### src/rtl/vga_pkg.sv
// Shared display geometry and colour constants for the pong pixel generator.
// Coordinates are plain integers; each consumer widens them to its own compare width.
package vga_pkg;

    localparam int H_DISPLAY    = 640;
    localparam int V_DISPLAY    = 480;
    localparam int FRAME_TICK_Y = V_DISPLAY + 1;

    localparam int WALL_X_L   = 32;
    localparam int WALL_X_R   = 35;
    localparam int PAD_X_L    = 600;
    localparam int PAD_X_R    = 603;
    localparam int PAD_Y_INIT = 204;
    localparam int SPAWN_X    = 320;
    localparam int SPAWN_Y    = 240;

    localparam logic [11:0] COLOR_BALL = 12'hF80;
    localparam logic [11:0] COLOR_PAD  = 12'h0F0;
    localparam logic [11:0] COLOR_WALL = 12'h00F;
    localparam logic [11:0] COLOR_BG   = 12'h000;

    typedef enum logic [1:0] {
        OBJ_NONE,
        OBJ_WALL,
        OBJ_PAD,
        OBJ_BALL
    } obj_e;

endpackage

### src/rtl/pong_motion.sv
// Per-frame motion engine: detects the blanking-time frame tick and advances
// the paddle, the bouncing ball and the miss counter exactly once per frame.
module pong_motion #(
    parameter int BALL_SIZE = 8,
    parameter int BALL_V    = 2,
    parameter int PAD_H     = 72,
    parameter int PAD_V     = 3
) (
    input  logic       clk,
    input  logic       reset,
    input  logic       p_tick,
    input  logic [9:0] x,
    input  logic [9:0] y,
    input  logic       btn_up,
    input  logic       btn_down,
    output logic       frame_tick,
    output logic [9:0] ball_x,
    output logic [9:0] ball_y,
    output logic [9:0] paddle_y,
    output logic [3:0] miss_count
);
    import vga_pkg::*;

    localparam logic [10:0] BS            = 11'(BALL_SIZE);
    localparam logic [10:0] BV            = 11'(BALL_V);
    localparam logic [10:0] PH            = 11'(PAD_H);
    localparam logic [10:0] PV            = 11'(PAD_V);
    localparam logic [10:0] PAD_Y_MAX     = 11'(V_DISPLAY - PAD_H - PAD_V);
    localparam logic [10:0] BALL_Y_MAX    = 11'(V_DISPLAY - BALL_SIZE - BALL_V);
    localparam logic [10:0] WALL_BOUNCE_X = 11'(WALL_X_R + 1 + BALL_V);
    localparam logic [10:0] HIT_X_LO      = 11'(PAD_X_L - BALL_SIZE - BALL_V + 1);
    localparam logic [10:0] HIT_X_HI      = 11'(PAD_X_L - BALL_SIZE);
    localparam logic [10:0] MISS_X        = 11'(H_DISPLAY - BALL_SIZE);

    logic [9:0]  ball_x_q, ball_x_d, ball_y_q, ball_y_d, paddle_y_q, paddle_y_d;
    logic        dir_x_q, dir_x_d, dir_y_q, dir_y_d;
    logic [3:0]  miss_count_q, miss_count_d;
    logic [10:0] bx, by, py;

    // Gated by reset so no update can be requested while state is being cleared.
    assign frame_tick = p_tick && (x == 10'd0) && (y == 10'(FRAME_TICK_Y)) && !reset;

    assign bx = {1'b0, ball_x_q};
    assign by = {1'b0, ball_y_q};
    assign py = {1'b0, paddle_y_q};

    always_comb begin
        paddle_y_d   = paddle_y_q;
        ball_x_d     = ball_x_q;
        ball_y_d     = ball_y_q;
        dir_x_d      = dir_x_q;
        dir_y_d      = dir_y_q;
        miss_count_d = miss_count_q;

        if (frame_tick) begin
            if (btn_up && !btn_down && (py >= PV)) begin
                paddle_y_d = 10'(py - PV);
            end else if (btn_down && !btn_up && (py <= PAD_Y_MAX)) begin
                paddle_y_d = 10'(py + PV);
            end

            // A miss overrides every other x rule and leaves the vertical direction alone.
            if (bx >= MISS_X) begin
                ball_x_d     = 10'(SPAWN_X);
                ball_y_d     = 10'(SPAWN_Y);
                dir_x_d      = 1'b0;
                miss_count_d = miss_count_q + 4'd1;
            end else begin
                if (by < BV) begin
                    dir_y_d = 1'b1;
                end
                if (by > BALL_Y_MAX) begin
                    dir_y_d = 1'b0;
                end
                if (bx < WALL_BOUNCE_X) begin
                    dir_x_d = 1'b1;
                end
                if (dir_x_q && (bx >= HIT_X_LO) && (bx <= HIT_X_HI) &&
                    (by + BS - 11'd1 >= py) && (by <= py + PH - 11'd1)) begin
                    dir_x_d = 1'b0;
                end
                ball_x_d = dir_x_d ? 10'(bx + BV) : 10'(bx - BV);
                ball_y_d = dir_y_d ? 10'(by + BV) : 10'(by - BV);
            end
        end
    end

    always_ff @(posedge clk) begin
        if (reset) begin
            ball_x_q     <= 10'(SPAWN_X);
            ball_y_q     <= 10'(SPAWN_Y);
            paddle_y_q   <= 10'(PAD_Y_INIT);
            dir_x_q      <= 1'b1;
            dir_y_q      <= 1'b1;
            miss_count_q <= 4'd0;
        end else begin
            ball_x_q     <= ball_x_d;
            ball_y_q     <= ball_y_d;
            paddle_y_q   <= paddle_y_d;
            dir_x_q      <= dir_x_d;
            dir_y_q      <= dir_y_d;
            miss_count_q <= miss_count_d;
        end
    end

    assign ball_x     = ball_x_q;
    assign ball_y     = ball_y_q;
    assign paddle_y   = paddle_y_q;
    assign miss_count = miss_count_q;

endmodule

### src/rtl/vga_pong_graph.sv
// Pong pixel generator: object hit-testing per pixel and a registered RGB output
// that lines up with the sync generator's one-clock-delayed hsync/vsync.
module vga_pong_graph #(
    parameter int BALL_SIZE = 8,
    parameter int BALL_V    = 2,
    parameter int PAD_H     = 72,
    parameter int PAD_V     = 3
) (
    input  logic        clk,
    input  logic        reset,
    input  logic        p_tick,
    input  logic        video_on,
    input  logic [9:0]  x,
    input  logic [9:0]  y,
    input  logic        btn_up,
    input  logic        btn_down,
    output logic [11:0] rgb,
    output logic        frame_tick,
    output logic [3:0]  miss_count
);
    import vga_pkg::*;

    localparam logic [10:0] BS     = 11'(BALL_SIZE);
    localparam logic [10:0] PH     = 11'(PAD_H);
    localparam logic [10:0] WALL_L = 11'(WALL_X_L);
    localparam logic [10:0] WALL_R = 11'(WALL_X_R);
    localparam logic [10:0] PAD_L  = 11'(PAD_X_L);
    localparam logic [10:0] PAD_R  = 11'(PAD_X_R);

    logic [9:0]  ball_x, ball_y, paddle_y;
    logic [10:0] xw, yw, bx, by, py;
    logic        on_wall, on_pad, on_ball;
    obj_e        obj_sel;
    logic [11:0] pix_color;
    logic [11:0] rgb_q, rgb_d;

    pong_motion #(
        .BALL_SIZE(BALL_SIZE),
        .BALL_V   (BALL_V),
        .PAD_H    (PAD_H),
        .PAD_V    (PAD_V)
    ) u_motion (
        .clk       (clk),
        .reset     (reset),
        .p_tick    (p_tick),
        .x         (x),
        .y         (y),
        .btn_up    (btn_up),
        .btn_down  (btn_down),
        .frame_tick(frame_tick),
        .ball_x    (ball_x),
        .ball_y    (ball_y),
        .paddle_y  (paddle_y),
        .miss_count(miss_count)
    );

    assign xw = {1'b0, x};
    assign yw = {1'b0, y};
    assign bx = {1'b0, ball_x};
    assign by = {1'b0, ball_y};
    assign py = {1'b0, paddle_y};

    assign on_wall = (xw >= WALL_L) && (xw <= WALL_R);
    assign on_pad  = (xw >= PAD_L) && (xw <= PAD_R) && (yw >= py) && (yw < py + PH);
    assign on_ball = (xw >= bx) && (xw < bx + BS) && (yw >= by) && (yw < by + BS);

    // Later assignments win, so the ball is drawn on top of everything else.
    always_comb begin
        obj_sel = OBJ_NONE;
        if (on_wall) obj_sel = OBJ_WALL;
        if (on_pad)  obj_sel = OBJ_PAD;
        if (on_ball) obj_sel = OBJ_BALL;

        unique case (obj_sel)
            OBJ_BALL: pix_color = COLOR_BALL;
            OBJ_PAD:  pix_color = COLOR_PAD;
            OBJ_WALL: pix_color = COLOR_WALL;
            default:  pix_color = COLOR_BG;
        endcase

        rgb_d = rgb_q;
        if (p_tick) begin
            rgb_d = video_on ? pix_color : COLOR_BG;
        end
    end

    always_ff @(posedge clk) begin
        if (reset) begin
            rgb_q <= COLOR_BG;
        end else begin
            rgb_q <= rgb_d;
        end
    end

    assign rgb = rgb_q;

endmodule

### config.mk
export PLATFORM = sky130hd
export DESIGN_NAME = vga_pong_graph
export DESIGN_NICKNAME = d
export VERILOG_FILES = /design/src/rtl/vga_pkg.sv /design/src/rtl/pong_motion.sv /design/src/rtl/vga_pong_graph.sv
export SDC_FILE = /design/constraint.sdc
export NUM_CORES = 1
export LEC_CHECK = 0
export CAP_MARGIN = 40
export CORE_AREA = 2 2 93 95
export DETAILED_ROUTE_END_ITERATION = 6
export DIE_AREA = 0 0 95 97
export PLACE_DENSITY_LB_ADDON = 0.3
export SLEW_MARGIN = 20
export SYNTH_ARGS = -nofsm -noshare
export SYNTH_HDL_FRONTEND = slang
export SYNTH_SLANG_ARGS = --single-unit
### constraint.sdc
create_clock -name clk -period 6.9 [get_ports clk]
set_clock_uncertainty 0.2 [all_clocks]
set_input_delay 1.035 -clock clk [delete_from_list [all_inputs] [get_ports clk]]
set_output_delay 1.035 -clock clk [all_outputs]
set_load 0.01 [all_outputs]
### After elaboration in Yosys (flattened, before gate mapping)

Cells that the tools add are included.

* word-level logic and storage cells: 90
* input bits: 26
* flip-flop bits (word level): 48

* magnitude comparators: 20
* add/sub/neg operators: 12
* bitwise gates (word level): 1
* reductions and logical operators: 26
* equality and inequality tests: 4
* muxes and demuxes: 20

Operator list (number)
* 10-bit 2-to-1 mux: 6
* 12-bit one-hot mux with 3 select lines: 1
* 10-bit by 11-bit less-than comparator with 1-bit output: 3
* 10-bit by 2-bit adder with 10-bit output, second input constant: 3
* 10-bit greater-or-equal comparator: 3
* 10-bit greater-or-equal comparator, second input constant: 3
* 10-bit by 2-bit subtractor with 10-bit output, second input constant: 3
* 10-bit by 4-bit adder with 11-bit output, second input constant: 2
* 11-bit by 1-bit subtractor with 11-bit output, second input constant: 2
* 10-bit <= comparator, second input constant: 2
* 1-bit logical AND: 18
* 12-bit 2-to-1 mux: 1
* 10-bit by 7-bit adder with 11-bit output, second input constant: 1
* 11-bit by 10-bit greater-or-equal comparator with 1-bit output: 1
* 10-bit by 11-bit <= comparator with 1-bit output: 1
* 10-bit by 9-bit == test with 1-bit output, second input constant: 1
* 10-bit by 2-bit greater-or-equal comparator with 1-bit output, second input constant: 1
* 10-bit by 6-bit greater-or-equal comparator with 1-bit output, second input constant: 1
* 10-bit by 9-bit > comparator with 1-bit output, second input constant: 1
* 10-bit by 6-bit <= comparator with 1-bit output, second input constant: 1
* 10-bit by 9-bit <= comparator with 1-bit output, second input constant: 1
* 10-bit logical NOT: 1
* 10-bit by 2-bit less-than comparator with 1-bit output, second input constant: 1
* 10-bit by 6-bit less-than comparator with 1-bit output, second input constant: 1
* other kinds (9): 24

### Depth between registers and ports, before layout

Gate-level depths: netlist of run 1.

* depth in word-level cells: 10
* mapped depth: 22

### Modules after synthesis

From an unflattened synthesis of run 1, not the netlist that was laid out.

* cell total of the unflattened synthesis: 609
* area total of the unflattened synthesis: 4810.9 µm²

Modules (own cells, without submodules)
* pong_motion: cells an instance 387, instances 1, area an instance 3047.9 µm²
* vga_pong_graph: cells an instance 222, instances 1, area an instance 1762.9 µm²

### Worst setup path after synthesis of run 1

OpenSTA, ideal clock, no wires.

* path type: reg2reg
* from: register u_motion.paddle_y_q[3], in the netlist u_motion.paddle_y[3]
* to: register u_motion.ball_x_q[8], in the netlist u_motion.ball_x[8]
* setup slack: 1.303 ns
* period minus slack after synthesis: 5.597 ns
* path buffers: 0
* data required time: 6.581 ns
* data arrival time: 5.278 ns
* cell stages (with the launch flop): 21
* cell sequence: dfxtp_1 > inv_1 > ha_1 > or3_1 > maj3_1 > nand2_1 > xnor2_1 > ha_1 > nand2_1 > o41a_1 > o22ai_1 > a221oi_1 > a211oi_1 > ha_1 > a21o_1 > a21oi_1 > o21ai_0 > a2111oi_0 > o21ai_0 > a211oi_1 > o21bai_1

* word-level cells in the longest chain between the ends: 9
* elaborated cells between the ends (all ways): 11
* classes of those cells: add/sub: 2; order compare: 2; mux: 5; reduce/logical: 2

RTL lines
* from (decl): RTL line pong_motion.sv:35 `logic [9:0] ball_x_q, ball_x_d, ball_y_q, ball_y_d, paddle_y_q, paddle_y_d;`
* from (signal assigned): RTL line pong_motion.sv:92 `paddle_y_q <= 10'(PAD_Y_INIT);`
* from (signal assigned): RTL line pong_motion.sv:99 `paddle_y_q <= paddle_y_d;`
* 10-bit by 7-bit adder with 11-bit output: RTL line pong_motion.sv:79 `(by + BS - 11'd1 >= py) && (by <= py + PH - 11'd1)) begin`
* 11-bit by 1-bit subtractor with 11-bit output: RTL line pong_motion.sv:79
* 10-bit by 11-bit <= comparator with 1-bit output: RTL line pong_motion.sv:79
* 1-bit logical AND (*): RTL line pong_motion.sv:79
* 1-bit 2-to-1 mux (*): RTL line pong_motion.sv:78 `if (dir_x_q && (bx >= HIT_X_LO) && (bx <= HIT_X_HI) &&`
* 1-bit 2-to-1 mux (*): RTL line pong_motion.sv:63 `if (bx >= MISS_X) begin`
* 1-bit 2-to-1 mux (*): RTL line pong_motion.sv:55 `if (frame_tick) begin`
* 10-bit 2-to-1 mux (*): RTL line pong_motion.sv:82 `ball_x_d = dir_x_d ? 10'(bx + BV) : 10'(bx - BV);`
* 10-bit 2-to-1 mux (*): RTL line pong_motion.sv:63
* to (signal assigned): RTL line pong_motion.sv:90 `ball_x_q <= 10'(SPAWN_X);`
* to (signal assigned): RTL line pong_motion.sv:97 `ball_x_q <= ball_x_d;`
* to (decl): RTL line pong_motion.sv:35

Mark *: on every way between the ends. The rest lies on a longest branch, timed or not. The select of a mux whose other input is x is not followed.
A chain may end at the register's enable or synchronous reset.

### Worst setup path after layout of run 1

* from: register u_motion.paddle_y_q[3], in the netlist u_motion.paddle_y[3]
* to: register u_motion.ball_x_q[9], in the netlist u_motion.ball_x[9]

The elaborated chain is that of the path after synthesis.

==> impl_metrics.ini, run 1 <==
[synth]
synth_area_leaders = ha_1, dfxtp_1, xnor2_1, a21oi_1, o21ai_0
async_flop_share_pct = 0
postSynthAreaPerCell_um2 = 7.97
synth.top_cell.area_share_pct = 23.2
synth-edff-count = 0
synth_cell_types = 69
synth_nets = 726
ys_ff_latch = 38
yosysSeqAreaShare_pct = 15.7
synth_largest_area_cell = ha_1
synth_ff_type = dfxtp_1
synth_cells = 609
yosysWarnings = 0
synth_area_um2 = 4850

[sta]
fmax_mhz = 180
hold_viol = 0
setup-tns-final_ps = 0
worst_pin_slew_ps = 825
drv_slew = 0
slew_headroom_pct = 44.8
period_share_pct = 80.3
setup_slack_ps = 1360
whs_ps = 293
min_period_ps = 5540
rsz0062_at_grt = false
finalSetupViolations = 0

[cells_and_area]
finalCoreUtilization_pct = 66.3
area_delta_synth_final_pct = 11.2
diodes = 0
final_area_um2 = 5400
drive_gt1_share_pct = 5.51
layout_common_cells = ha_1, xnor2_1, clkdlybuf4s50_1
final_common_cell = ha_1
finalNetCount = 751
fillerInstances = 690

[critical_path]
cp-start-kind = register
cp_cell_sequence = inv_1, ha_1, or3_1, maj3_1, nand2_1, xnor2_1, ha_1, nand2_1, o41a_1, o22ai_1, a221oi_1, a211oi_1, buf_4, ha_1, nor2b_1, o21ai_0, a21boi_0, o21ai_0, a21o_1, or3b_1, nand4_1
crit_slowest_cell = dfxtp_1
critPathRequiredTime_ps = 6950
crit_type = reg2reg
endpoint_kind = register
cp_max_fo = 12
critPathMaxStageDelay_ps = 520
crit_family = compound AO/OA/AOI/OAI gates
path_buf_inv = 2
cp.arrival_ps = 5590
crit_top_cell = ha_1

[routing]
drt-pass1-iter-count = 5
drc = 0
drt-total-wl_um = 13000
num_vias = 4675
antenna_left = 0
viasPerCell = 6.32
drtIter0Drc = 334
wl_per_cell_um = 17.6

[power_and_ir_drop]
p_leak_nw = 2.16
powerDensity_nw_per_um2 = 90.4
ir_worst_vdd_uv = 60.9

[clocking]
clkSinkCount = 38
clock-root-buffer = clkbuf_8
cts_tree = built
cts_made_buffers = 5
clockBufferDepth = 2
clock_latency_ps = 300
hold_buffers = 0
clk_pin_slew_worst_paths_ps = 90
cts_resized = 0
htreeDepth = 2
postCtsSetupBuffers = 0

[global_routing]
grt_max_degree = 36
overflow = 0
grt_first_pass_wirelength_um = 21300
gr-usage-all-layers_pct = 28.6
antenna_found_initial = 0
grt_pass1_vias = 4433

[status]
outcome = complete, no violations

[placed_design]
place_congestion = 0.998
hpwl_um = 10200
port-buffer-count = 42
placed_cell_area_um2 = 5290
pre_cts_ws_ps = 1420

[floorplanning]
ios = 43
row_count = 33
die-area_um2 = 9220
core-area_um2 = 8130
die_w_um = 95
start_util_pct = 59.7
die_h_um = 97

[job]
drv_cap = 0

[hold_path]
hold_path_class = reg2reg
[stage by stage]
stage,cells,total power (W)
after CTS,738,0.000485
after floorplan,609,0.000274
after detailed placement,730,0.000311
after global routing,740,0.000507
after global placement,727,0.000307
final,740,0.000488
[sequential cells by signal (all words and copies together), names as in the netlist]
name                 cells
u_motion.miss_count      4
u_motion.dir_x_q         1
u_motion.ball_y          9
rgb                      4
u_motion.paddle_y       10
u_motion.ball_x          9
u_motion.dir_y_q         1
[tightest hold or removal path, cell delays in order (launching register included)]
cell and delay [ps]:
dfxtp_1 340, nand2_1 60, o31ai_1 50
[power breakdown]
group	total, W	leakage [nW]	internal [W]	switching (W)
Sequential	0.000222	0.307	0.000220	0.00000223
Combinational	0.0000871	1.80	0.0000400	0.0000471
Clock	0.000178	0.0478	0.0000825	0.0000955
Total	0.000488	2.15	0.000343	0.000145
[final cells by class]
class / instances / area (um^2) / area share, %
multi-input cells: 497 / 3770 / 69.9
flip-flops and latches: 38 / 761 / 14.1
repair buffers: 49 / 473 / 8.77
inverters: 43 / 161 / 2.99
well taps: 105 / 131 / 2.44
clock buffers: 6 / 82.6 / 1.53
clock inverters: 2 / 16.3 / 0.301
[cell usage after synthesis (5+ instances only)]
library cell,number
a211o_1,6
a211oi_1,8
a21o_1,8
a21oi_1,32
and3_1,5
buf_2,8
buf_4,9
clkbuf_1,14
dfxtp_1,38
ha_1,90
inv_1,41
nand2_1,39
nand2b_1,12
nand3_1,22
nand4_1,9
nor2_1,41
nor2b_1,10
nor3_1,15
nor4_1,7
o21ai_0,31
or2_2,7
or3_1,7
xnor2_1,47
xor2_1,8
[cells by family (layout without fill, tap and decap cells)]
| kind of cell | after synthesis | count (layout) | share of synthesized area, % |
|---|---|---|---|
| AO/OA/AOI/OAI | 142 | 142 | 20.2 |
| XOR/XNOR | 55 | 55 | 9.93 |
| adder cells (fa/ha/maj) | 92 | 92 | 23.8 |
| buffers and inverters | 74 | 100 | 6.63 |
| flip-flops | 38 | 38 | 15.7 |
| multiplexers | 4 | 4 | 0.851 |
| AND/OR/NAND/NOR | 204 | 204 | 22.9 |
[path summary, 6_finish.rpt]
| path | slack (ps) | cells past startpoint | from | end |
|---|---|---|---|---|
| max | 1360 | 21 | u_motion.paddle_y[3]$_SDFFE_PP1P_ | u_motion.ball_x[9]$_SDFFE_PP0P_ |
| min | 290 | 2 | rgb[6]$_SDFFE_PP0P_ | rgb[6]$_SDFFE_PP0P_ |
| max reg2reg | 1360 | 21 | u_motion.paddle_y[3]$_SDFFE_PP1P_ | u_motion.ball_x[9]$_SDFFE_PP0P_ |
| min reg2reg | 290 | 2 | rgb[6]$_SDFFE_PP0P_ | rgb[6]$_SDFFE_PP0P_ |
[routing by layer]
layer / vias up / global-route usage [%] / part of all wire (%)
met3: 29 / 4.28 / 7.5
li1: 2265 / - / -
met4: 0 / 8.47 / 2.0
met2: 201 / 44.2 / 45
met5: - / 0 / 0
met1: 2180 / 40.6 / 46
Note: power is estimated with default switching activity, not from simulation.
==> run 2, diff against run 1 <==
- clock period: 6.9 -> 5.4 ns (I/O delays scaled with it)
==> impl_metrics.ini, run 2 (same netlist as run 1, synthesis figures left out) <==
[status]
outcome = complete, no violations

[sta]
worst_pin_slew_ps = 795
fmax_mhz = 194
min_period_ps = 5160
setup-tns-final_ps = 0
period_share_pct = 95.6
slew_headroom_pct = 46.8
hold_viol = 0
drv_slew = 0
rsz0062_at_grt = false
finalSetupViolations = 0

[floorplanning]
start_util_pct = 59.7
ios = 43
die_w_um = 95
core-area_um2 = 8130
die_h_um = 97
die-area_um2 = 9220
row_count = 33

[global_routing]
gr-usage-all-layers_pct = 29.5
antenna_found_initial = 0
overflow = 0
grt_first_pass_wirelength_um = 21900
grt_pass1_vias = 4506
grt_max_degree = 36

[power_and_ir_drop]
power.total_w = 0.000713
share_clk_of_total_power_pct = 44.8
pwr-share-comb_pct = 15.4
pwr-share-seq_pct = 39.8
p_switching_w = 0.000183
p_sw_share_pct = 25.6
powerDensity_nw_per_um2 = 129
p_leak_nw = 2.22
ir_worst_vdd_uv = 75.0
p_int_w = 0.000530

[job]
drv_cap = 0

[routing]
antenna_left = 0
viasPerCell = 6.33
drt-pass1-iter-count = 5
drt-total-wl_um = 13300
wl_per_cell_um = 17.9
drtIter0Drc = 352
drc = 0
num_vias = 4730

[clocking]
htreeDepth = 2
clock_latency_ps = 310
clk_pin_slew_worst_paths_ps = 90
hold_buffers = 0
clock-root-buffer = clkbuf_8
cts_made_buffers = 5
clockBufferDepth = 2
cts_tree = built
clkSinkCount = 38

[cells_and_area]
largest_reg_flops = 10
ff_latch_area_um2 = 766
final_common_cell = ha_1
diodes = 0
drive_gt1_share_pct = 8.10
multiInputGateArea_um2 = 3800
finalNetCount = 758
area_delta_synth_final_pct = 13.9
final_area_um2 = 5530
finalCoreUtilization_pct = 67.9
layout_common_cells = ha_1, xnor2_1, clkdlybuf4s50_1
fillerInstances = 648
stdcell_count = 747

[critical_path]
cp.arrival_ps = 5210
crit_top_cell = ha_1
crit_type = reg2reg
critPathMaxStageDelay_ps = 420
path_buf_inv = 3
crit_slowest_cell = or3_1
cp_cell_sequence = inv_1, ha_1, or3_1, maj3_1, nand2_1, xnor2_1, ha_1, nand2_1, o41a_1, o22ai_1, a221oi_1, a211oi_2, buf_4, buf_4, ha_1, o21ai_0, a21boi_0, o21ai_2, a21o_1, or3b_1, nand4_1
crit_family = compound AO/OA/AOI/OAI gates
critPathRequiredTime_ps = 5450
cp_max_fo = 10
cp-start-kind = register
endpoint_kind = register

[placed_design]
port-buffer-count = 42
place_congestion = 0.957
placed_cell_area_um2 = 5340
hpwl_um = 10300
placed_cells_incl_taps = 738

[hold_path]
hold_path_class = reg2reg
run 2: cell types whose count changed in the layout (fill, tap and decap cells not counted), sizes merged:
cell	previous run	this run
buf	6	14
bufinv	0	2
clkbuf	7	6
clkinvlp	1	0
inv	42	41
run 2: tightest hold or removal path, cell delays in order, from the launching register on:
cell	delay (ps)
dfxtp_1	340
nand2b_1	70
a21oi_1	60
run 2: what timing repair did:
| item | 4_1_cts | 5_1_grt |
|---|---|---|
| gates resized for setup | 0 | 12 |
| setup endpoints to repair | 0 | 4 |
| setup buffers | 0 | 1 |
| hold endpoints to repair | 0 | 0 |
run 2: per-stage QoR:
stage                     setup slack [ps]  hold slack, ps
after floorplan                        163             280
after global placement                 242             293
after detailed placement              37.1             308
after CTS                             28.1             322
after global routing                  17.5             354
final                                  240             319
run 2: area by class of cell:
type                       count  share of cell area, %
clock buffer                   6                   1.49
clock inverter                 2                   1.09
inverter                      43                   2.92
multi-input combinational    497                   68.8
sequential                    38                   13.9
tap                          105                   2.38
timing repair buffer          56                   9.46
run 2: power groups by stage:
stage	registers, W	clock network [W]	logic (W)
after floorplan	0.000288	0	0.0000612
after global placement	0.000291	0	0.000103
after detailed placement	0.000291	0	0.000108
after CTS	0.000284	0.000321	0.000109
after global routing	0.000284	0.000331	0.000121
final	0.000284	0.000319	0.000110
run 2: worst paths after layout:
| check | slack [ps] | endpoint | cells past startpoint | start |
|---|---|---|---|---|
| hold / removal | 320 | rgb[10]$_SDFFE_PP0P_ | 2 | rgb[10]$_SDFFE_PP0P_ |
| setup reg to reg | 240 | u_motion.ball_x[9]$_SDFFE_PP0P_ | 21 | u_motion.paddle_y[3]$_SDFFE_PP1P_ |
| hold reg to reg | 320 | rgb[10]$_SDFFE_PP0P_ | 2 | rgb[10]$_SDFFE_PP0P_ |
| setup / recovery | 240 | u_motion.ball_x[9]$_SDFFE_PP0P_ | 21 | u_motion.paddle_y[3]$_SDFFE_PP1P_ |
run 2: per-layer routing:
layer	GRT usage [%]	routed length, um	part of all wire (%)
met5	0	0	0
met2	47.6	6080	46
met1	40.9	5970	45
met4	9.03	263	2.0
met3	3.43	1030	7.7
==> run 3, diff against run 2 <==
- CORE_AREA: 2 2 93 95 -> 2 2 109 111
- DIE_AREA: 0 0 95 97 -> 0 0 111 113
- PLACE_DENSITY: default -> 0.67
- PLACE_DENSITY_LB_ADDON: 0.3 -> default
==> impl_metrics.ini, run 3 (same netlist as run 1, synthesis figures left out) <==
[routing]
drc = 0
wl_per_cell_um = 18.1
drtIter0Drc = 275
viasPerCell = 5.92
drt-total-wl_um = 14200
drt-pass1-iter-count = 5
num_vias = 4628
antenna_left = 0

[global_routing]
gr-usage-all-layers_pct = 22.8
grt_first_pass_wirelength_um = 23400
grt_max_degree = 35
overflow = 0
grt_pass1_vias = 4626
antenna_found_initial = 0

[critical_path]
endpoint_kind = register
critPathRequiredTime_ps = 5370
crit_top_cell = nand2_1
timing.rr.start = u_motion.paddle_y[1]$_SDFFE_PP0P_
crit_slowest_cell = o41a_1
startpoint = u_motion.paddle_y[1]$_SDFFE_PP0P_
cp_cell_sequence = inv_2, ha_2, nand3b_1, or3_1, maj3_1, nand2_1, xnor2_1, ha_1, nand2_1, o41a_1, o22ai_1, a221oi_1, a211oi_2, buf_4, inv_1, fa_1, nor2b_1, o21ai_0, a21boi_1, o21ai_2, and3_1, o211ai_1, a21oi_1
cp-start-kind = register
crit_type = reg2reg
cp_max_fo = 11
critPathMaxStageDelay_ps = 420
cp.arrival_ps = 5050

[placed_design]
placed_cell_area_um2 = 5350
placed_cells_incl_taps = 771
port-buffer-count = 42
hpwl_um = 11000
place_congestion = 0.944

[cells_and_area]
final_common_cell = ha_1
largest_reg_flops = 10
drive_gt1_share_pct = 7.36
finalNetCount = 755
layout_common_cells = ha_1, xnor2_1, clkdlybuf4s50_1
fillerInstances = 1098
final_area_um2 = 5570
stdcell_count = 782
area_delta_synth_final_pct = 14.7
diodes = 0

[sta]
worst_pin_slew_ps = 734
finalSetupViolations = 0
min_period_ps = 5080
hold_viol = 0
drv_slew = 0
slew_headroom_pct = 50.7
fmax_mhz = 197
setup-tns-final_ps = 0
period_share_pct = 94.1
rsz0062_at_grt = true

[clocking]
clkSinkCount = 38
htreeDepth = 2
clock-root-buffer = clkbuf_16
clock_latency_ps = 290
cts_made_buffers = 5
cts_tree = built
postCtsSetupBuffers = 0
clockBufferDepth = 2
clk_pin_slew_worst_paths_ps = 70

[floorplanning]
die_h_um = 113
ios = 43
die-area_um2 = 12500
row_count = 39
die_w_um = 111
start_util_pct = 43.0
core-area_um2 = 11300

[power_and_ir_drop]
p_leak_nw = 2.21
power.total_w = 0.000759
ir_worst_vdd_uv = 154
powerDensity_nw_per_um2 = 136

[job]
drv_cap = 0

[status]
outcome = complete, no violations

[hold_path]
hold_start = rgb[6]$_SDFFE_PP0P_
hold_path_class = reg2reg
## run 3: cell types whose count changed in the layout (fill, tap and decap cells not counted), moves of 2 or more
cell / delta
clkbuf_8: -6
clkinvlp_4: +2
buf_4: -5
clkbuf_16: +5
## run 3: critical path: cells and delay by family, from the launching register on
kind / cells / cell delay (ps)
compound gates: 9 / 1550
xor+xnor: 1 / 70
fa+ha+maj: 4 / 1320
buf+inv: 3 / 420
flops: 1 / 370
simple gates: 6 / 1030
## run 3: routing by layer
layer,GRT usage (%),vias to the layer above,part of all wire [%]
met5,0,-,0
met4,9.75,0,3.4
met3,3.80,35,4.3
met2,38.0,136,46
met1,29.2,2181,46
li1,-,2276,-
## run 3: final cells by class
cell class,count,area [um^2],share of cell area [%]
Clock inverter,3,45.0,0.809
Inverter,43,161,2.90
Tap cell,143,179,3.21
Clock buffer,5,125,2.25
Multi-Input combinational cell,497,3790,68.1
Timing Repair Buffer,53,502,9.01
Sequential cell,38,762,13.7
## run 3: final timing paths
kind	endpoint	slack (ps)	cells past startpoint
max	u_motion.ball_x[7]$_SDFFE_PP0P_	320	23
min reg2reg	rgb[6]$_SDFFE_PP0P_	310	2
min	rgb[6]$_SDFFE_PP0P_	310	2
max reg2reg	u_motion.ball_x[7]$_SDFFE_PP0P_	320	23
## run 3: stage by stage
stage | util (%) | hold WS [ps] | setup WS, ps
2_1_floorplan | - | 280 | 163
3_3_place_gp | 47.5 | 295 | 283
3_5_place_dp | 47.5 | 297 | 83.2
4_1_cts | 49.0 | 309 | 46.6
5_1_grt | 49.4 | 351 | 0.957
6_report | 49.4 | 306 | 320
## run 3: report_power, final
part           internal (W)  switching [W]
clock network      0.000219       0.000145
logic             0.0000503      0.0000612
registers          0.000281     0.00000251
## run 3: what timing repair did
item / CTS / global route
hold buffers: 0 / 0
resized for setup: 0 / 10
endpoints found under the setup margin: 0 / 4
